===== config.mk =====
export PLATFORM = sky130hd
export DESIGN_NAME = ipv_reducer_mc
export DESIGN_NICKNAME = d
export VERILOG_FILES = /design/src/rtl/ipv_pkg.sv /design/src/rtl/ipv_lane.sv /design/src/rtl/ipv_reducer_mc.sv
export SDC_FILE = /design/constraint.sdc
export NUM_CORES = 1
export LEC_CHECK = 0
export ABC_AREA = 1
export CAP_MARGIN = 10
export CORE_MARGIN = 2
export CORE_UTILIZATION = 55
export DETAILED_ROUTE_END_ITERATION = 10
export PLACE_DENSITY = 0.78
export SYNTH_ARGS = -nofsm -noshare
export SYNTH_HDL_FRONTEND = slang
export SYNTH_SLANG_ARGS = --single-unit

===== constraint.sdc =====
create_clock -name clk -period 2.23 [get_ports clk]
set_input_delay 0.5575 -clock clk [delete_from_list [all_inputs] [get_ports clk]]
set_output_delay 0.5575 -clock clk [all_outputs]
set_load 0.02 [all_outputs]

===== src/rtl/ipv_pkg.sv =====
// Shared types, helpers and legal parameter ranges for the multi-channel IPV reducer.
package ipv_pkg;

  typedef enum logic {
    IPV_THERM = 1'b0,
    IPV_RAW   = 1'b1
  } ipv_mode_e;

  localparam int unsigned IPV_K_MIN     = 2;
  localparam int unsigned IPV_K_MAX     = 16;
  localparam int unsigned IPV_CH_MIN    = 1;
  localparam int unsigned IPV_CH_MAX    = 16;
  localparam int unsigned IPV_STALL_MIN = 1;
  localparam int unsigned IPV_STALL_MAX = 8;

  // Ceiling log2, usable in parameter declarations.
  function automatic int unsigned ipv_clog2(input int unsigned v);
    int unsigned r;
    r = 0;
    while ((64'd1 << r) < 64'(v)) r++;
    return r;
  endfunction

endpackage


===== src/rtl/ipv_lane.sv =====
// One channel of the IPV reducer: K-bit accumulator plus popcount, exposing next values.
module ipv_lane
  import ipv_pkg::*;
#(
  parameter int unsigned K      = 4,
  parameter int unsigned CNT_W  = 3,
  parameter int unsigned BEAT_W = 2
) (
  input  logic              clk,
  input  logic              rst,
  input  logic              din,
  input  logic              beat0,
  input  logic [BEAT_W-1:0] beat,
  input  ipv_mode_e         mode,
  input  logic              en,
  output logic [K-1:0]      acc_nxt_c,
  output logic [CNT_W-1:0]  cnt_nxt_c
);

  logic [K-1:0]     acc_q;
  logic [CNT_W-1:0] cnt_q;
  logic [K-1:0]     acc_base;
  logic [CNT_W-1:0] cnt_base;

  // Beat 0 starts from an empty lane so the previous frame never leaks in.
  always_comb begin
    acc_base  = beat0 ? '0 : acc_q;
    cnt_base  = beat0 ? '0 : cnt_q;
    acc_nxt_c = acc_base;
    if (mode == IPV_THERM) begin
      if (din) acc_nxt_c = {1'b1, acc_base[K-1:1]};
    end else begin
      for (int i = 0; i < int'(K); i++) begin
        if (BEAT_W'(K - 1 - i) == beat) acc_nxt_c[i] = din;
      end
    end
    cnt_nxt_c = cnt_base + CNT_W'(din);
  end

  always_ff @(posedge clk or posedge rst) begin
    if (rst) begin
      acc_q <= '0;
      cnt_q <= '0;
    end else if (en) begin
      acc_q <= acc_nxt_c;
      cnt_q <= cnt_nxt_c;
    end
  end

endmodule


===== src/rtl/ipv_reducer_mc.sv =====
// Multi-channel IPV reducer: shared framing, per-channel lanes, fixed-latency output pipeline.
module ipv_reducer_mc
  import ipv_pkg::*;
#(
  parameter int unsigned K     = 4,
  parameter int unsigned CH    = 2,
  parameter int unsigned STALL = 2,
  parameter int unsigned CNT_W = ipv_clog2(K + 1)
) (
  input  logic                  clk,
  input  logic                  rst,
  input  logic                  in_valid,
  input  logic [CH-1:0]         in_bits,
  input  logic                  mode,
  input  logic                  frame_sync,
  output logic                  vov_valid,
  output logic [CH*K-1:0]       vov,
  output logic [CH*CNT_W-1:0]   vov_cnt,
  output logic                  sync_err
);

  localparam int unsigned BEAT_W = ipv_clog2(K);

  typedef struct packed {
    logic                valid;
    logic [CH*K-1:0]     vov;
    logic [CH*CNT_W-1:0] cnt;
  } stage_t;

  logic [BEAT_W-1:0]   beat_q;
  ipv_mode_e           mode_q;
  logic                sync_err_q;
  stage_t              pipe_q [STALL];

  logic [BEAT_W-1:0]   beat_c;
  logic                beat0_c;
  logic                last_c;
  ipv_mode_e           mode_c;
  logic [K-1:0]        acc_nxt [CH];
  logic [CNT_W-1:0]    cnt_nxt [CH];
  logic [CH*K-1:0]     frame_vov_c;
  logic [CH*CNT_W-1:0] frame_cnt_c;

  // frame_sync re-bases the current beat to 0, which also suppresses completion.
  always_comb begin
    beat_c  = frame_sync ? '0 : beat_q;
    beat0_c = in_valid && (beat_c == '0);
    last_c  = in_valid && (beat_c == BEAT_W'(K - 1));
    mode_c  = beat0_c ? ipv_mode_e'(mode) : mode_q;
  end

  always_ff @(posedge clk or posedge rst) begin
    if (rst) begin
      beat_q     <= '0;
      mode_q     <= IPV_THERM;
      sync_err_q <= 1'b0;
    end else begin
      sync_err_q <= frame_sync && (beat_q != '0);
      if (in_valid) begin
        beat_q <= last_c ? '0 : beat_c + BEAT_W'(1);
        if (beat0_c) mode_q <= ipv_mode_e'(mode);
      end else if (frame_sync) begin
        beat_q <= '0;
      end
    end
  end

  for (genvar c = 0; c < int'(CH); c++) begin : g_lane
    ipv_lane #(
      .K      (K),
      .CNT_W  (CNT_W),
      .BEAT_W (BEAT_W)
    ) u_lane (
      .clk       (clk),
      .rst       (rst),
      .din       (in_bits[c]),
      .beat0     (beat0_c),
      .beat      (beat_c),
      .mode      (mode_c),
      .en        (in_valid),
      .acc_nxt_c (acc_nxt[c]),
      .cnt_nxt_c (cnt_nxt[c])
    );
  end

  always_comb begin
    frame_vov_c = '0;
    frame_cnt_c = '0;
    for (int c = 0; c < int'(CH); c++) begin
      frame_vov_c[c*K +: K]         = acc_nxt[c];
      frame_cnt_c[c*CNT_W +: CNT_W] = cnt_nxt[c];
    end
  end

  // Stage 0 captures only on completion, so idle stages carry zeros to the outputs.
  always_ff @(posedge clk or posedge rst) begin
    if (rst) begin
      for (int i = 0; i < int'(STALL); i++) pipe_q[i] <= '0;
    end else begin
      pipe_q[0] <= last_c ? stage_t'{valid: 1'b1, vov: frame_vov_c, cnt: frame_cnt_c} : '0;
      for (int i = 1; i < int'(STALL); i++) pipe_q[i] <= pipe_q[i-1];
    end
  end

  assign vov_valid = pipe_q[STALL-1].valid;
  assign vov       = pipe_q[STALL-1].vov;
  assign vov_cnt   = pipe_q[STALL-1].cnt;
  assign sync_err  = sync_err_q;

endmodule


==> results of run 1 <==
==> layout by cell type (no fill, tap or decap), drive strengths merged <==
| cell | n |
|---|---|
| o22ai | 1 |
| nand3 | 25 |
| ha | 8 |
| clkdlybuf4s50 | 22 |
| o21ai | 4 |
| clkinv | 1 |
| nand4 | 4 |
| nor2 | 12 |
| buf | 18 |
| inv | 22 |
| dfrtp | 48 |
| nand2 | 87 |
| xor2 | 1 |
| a21oi | 12 |
| o21a | 1 |
| clkbuf | 6 |
| xnor2 | 2 |
==> flip-flops by register name (all words and copies together) (netlist names), named ones only <==
| name | flops |
|---|---|
| pipe_q | 15 |
| g_lane.u_lane.acc_q | 8 |
| vov | 8 |
| g_lane.u_lane.cnt_q | 6 |
| vov_cnt | 6 |
| beat_q | 2 |
| sync_err | 1 |
| vov_valid | 1 |
==> layer usage <==
layer	global-route usage [%]	part of all wire, %
met2	32.30	47
met5	0	0
met4	9.949	1.9
met3	5.236	5.0
met1	26.69	46
==> area by class of cell <==
cell class,instances,area share [%]
inverters,21,3.060
multi-input cells,157,29.48
clock buffers,6,3.205
flip-flops and latches,48,46.62
repair buffers,40,14.76
well taps,48,2.331
clock inverters,2,0.5342
==> worst paths after layout <==
| kind | to | from | cells after the start |
|---|---|---|---|
| max | pipe_q[20]$_DFF_PP0_ | frame_sync | 12 |
| min reg2reg | vov_cnt[0]$_DFF_PP0_ | pipe_q[15]$_DFF_PP0_ | 0 |
| max in group asynchronous | g_lane[1].u_lane.acc_q[3]$_DFFE_PP0P_ | rst | 3 |
| min | vov_cnt[0]$_DFF_PP0_ | pipe_q[15]$_DFF_PP0_ | 0 |
| max reg2reg | pipe_q[20]$_DFF_PP0_ | beat_q[1]$_DFF_PP0_ | 12 |
| min in group asynchronous | pipe_q[25]$_DFF_PP0_ | rst | 3 |
==> power groups by stage <==
| stage | Clock, mW | Combinational (mW) | Sequential [mW] |
|---|---|---|---|
| 2_1_floorplan | 0 | 0.283 | 0.986 |
| 3_3_place_gp | 0 | 0.409 | 0.990 |
| 3_5_place_dp | 0 | 0.416 | 0.990 |
| 4_1_cts | 0.552 | 0.418 | 0.974 |
| 5_1_grt | 0.590 | 0.473 | 0.984 |
| 6_report | 0.544 | 0.420 | 0.975 |
==> stage by stage <==
stage	hold WS, ps	worst slack [ps]	std cells
6_report	352.7	154.1	322
5_1_grt	359.4	-1.162	322
4_1_cts	351.8	82.79	322
3_5_place_dp	334.7	-210.9	314
3_3_place_gp	331.7	-85.00	314
2_1_floorplan	331.2	36.01	249
==> critical path, stage by stage <==
cell,delay (ps)
clkdlybuf4s50_1,510
nor2_2,60
inv_1,80
ha_2,190
nand2_2,80
inv_2,90
nor2_1,50
ha_1,170
ha_1,190
xnor2_1,160
nand2_1,100
nor2_1,90
==> cell families after synthesis <==
group	Yosys count
and+or+nand+nor	128
DFF	48
buffers and inverters	44
AOI/OAI and AO/OA	18
adders and majority gates	8
xor gates and xnor gates	3
==> summary.txt, run 1 <==
Synthesis
  • Cell with the most instances after synthesis: nand2_1
  • Synth Register Bits: 48
  • Syn avg cell area: between 8 and 9 sq um
  • Synth area leader: dfrtp_1
  • Most instantiated cells after synthesis: nand2_1 (84), dfrtp_1 (48), nand3_1 (24)
  • Synth Flop Type: dfrtp_1
  • EDFF count, synth: 0
  • Synth Area in XOR/XNOR: 1.200%
  • Gate Count Post-Synth: 249
  • Largest family of logic cells by synthesized area: simple AND/OR/NAND/NOR gates
  • Synth unique cells: 20
  • Net count after synthesis: 264
  • Area contributors post-synth: dfrtp_1 (55%), nand2_1 (14%), nand3_1 (5.5%)
  • Mapped cell area: about 2200 sq um
  • Synthesis Warnings: 0
  • Simple-gate share of the synthesized area: 24.40%
  • Async SR Flop Fraction: 100.0%
  • Post-synthesis sequential area ratio: 54.86%
  • Post-synth top area share: between 50% and 60%
  • Multiplexer share of the synthesized area: 0%
  • Synth Area in Compound Gates: 4.286%
  • Post-synthesis adder-cell area fraction: under 10%

Timing
  • Minimum clock period after layout: 2076 ps
  • Fmax: 481.7 MHz
  • Period utilisation layout: slightly above 90%
  • Final hold vios: 0
  • Max Slew Vio Count: 0
  • Endpoints failing setup: 0
  • Worst-margin pin slew: 465.0 ps
  • Clock Skews: 3.962 ps
  • Worst slew margin: a little under 70%
  • Total negative slack: 0 ps

Floorplanning
  • Row cnt: 22
  • Core Region: 3744 sq um
  • Die height: 67.10 um
  • Die Wd: 67.10 um
  • Overall die area: ~4500 sq um
  • Num ports: 23
  • Starting Density: slightly below 60%

Global route
  • GRT Total Usage: 20.67%
  • Initial antenna violation count: 0
  • Total global routing overflow: 0
  • First-pass GRT wire length: 6637 um
  • Number of global-route vias before repair: approximately 1500
  • Largest net degree at the start of global routing: between 40 and 50

Final layout
  • Fraction of layout cells with a size suffix above 1: 12.77%
  • Filler Cell Count: 315
  • Final Cell Area: 2576 sq um
  • Area of the multi-input gates: 759.5 sq um
  • Final Core Density: 68.82%
  • Fin nets: 288
  • Register area: ~1200 sq um
  • Diodes inserted: 0
  • Area delta synth->final: 17.66%

Placement
  • Global placer's final weighted congestion: just under 0.9
  • Placed Area: 2475 sq um
  • I/O Buffers: 22
  • Detail Placement HPWL: 2819 um

Power and ir drop
  • Clock power share: 28.1%
  • Leakage: 1.371 nW
  • Seq pwr share: roughly 50%
  • Power Dens Cells: 752.6 nW/um^2
  • Maximum vdd ir drop: ~0.42 mV
  • Combinational Power Share: between 20% and 30%
  • Net Switching: approximately 0.58 mW
  • Total Power: 1.939 mW
  • Int Pwr: 1.361 mW
  • Switching Share: ~30%

CTS
  • CTS Sinks: between 40 and 50
  • Post-CTS Hold Buffers: 0
  • H-tree depth: 2
  • Worst-skew pair later-pin latency: about 310 ps
  • Clk root buf: clkbuf_8
  • CTS Buf Count: 5
  • # Post-CTS Setup Buffers: 0
  • Worst-case clock buffer depth: 2
  • CTS tree: done
  • Clock transition at path regs: 90 ps
  • Resize count post-CTS: 0

Worst setup path
  • Worst reg2reg setup slack: 480 ps
  • Worst setup SP type: primary input
  • Worst Setup Path Type: in -> reg
  • Crit. End Element: flop
  • Worst-path fanout max: 4
  • WP data arrival: 2320 ps
  • Worst EP required: 2480 ps

Drt
  • DR WL/cell: 12.43 um
  • DRT Pass-1 Iters: 4
  • ANT nets after route: 0
  • DR vias/cell: approximately 5.1
  • DRC errors left: 0
  • 1st-iter DRT viols: 126
  • Vias: roughly 1600
  • Wirelength, routed: 4001 um

Hold path
  • Worst Hold Class: reg -> reg

Run status
  • Status: completed

Run
  • # Max-Cap Violations: 0
Note: power is estimated with default switching activity, not from simulation.
==> run 2, diff against run 1 <==
--- a/config.mk
+++ b/config.mk
@@ -9,8 +9,11 @@
 export CAP_MARGIN = 10
 export CORE_MARGIN = 2
 export CORE_UTILIZATION = 55
+export CTS_BUF_LIST = sky130_fd_sc_hd__clkbuf_4 sky130_fd_sc_hd__clkbuf_8
 export DETAILED_ROUTE_END_ITERATION = 10
 export PLACE_DENSITY = 0.78
+export SKIP_LAST_GASP = 1
 export SYNTH_ARGS = -nofsm -noshare
 export SYNTH_HDL_FRONTEND = slang
 export SYNTH_SLANG_ARGS = --single-unit
+export TNS_END_PERCENT = 10
==> results of run 2 <==
No change in the layout: final DEF, timing and power equal those of run 1.
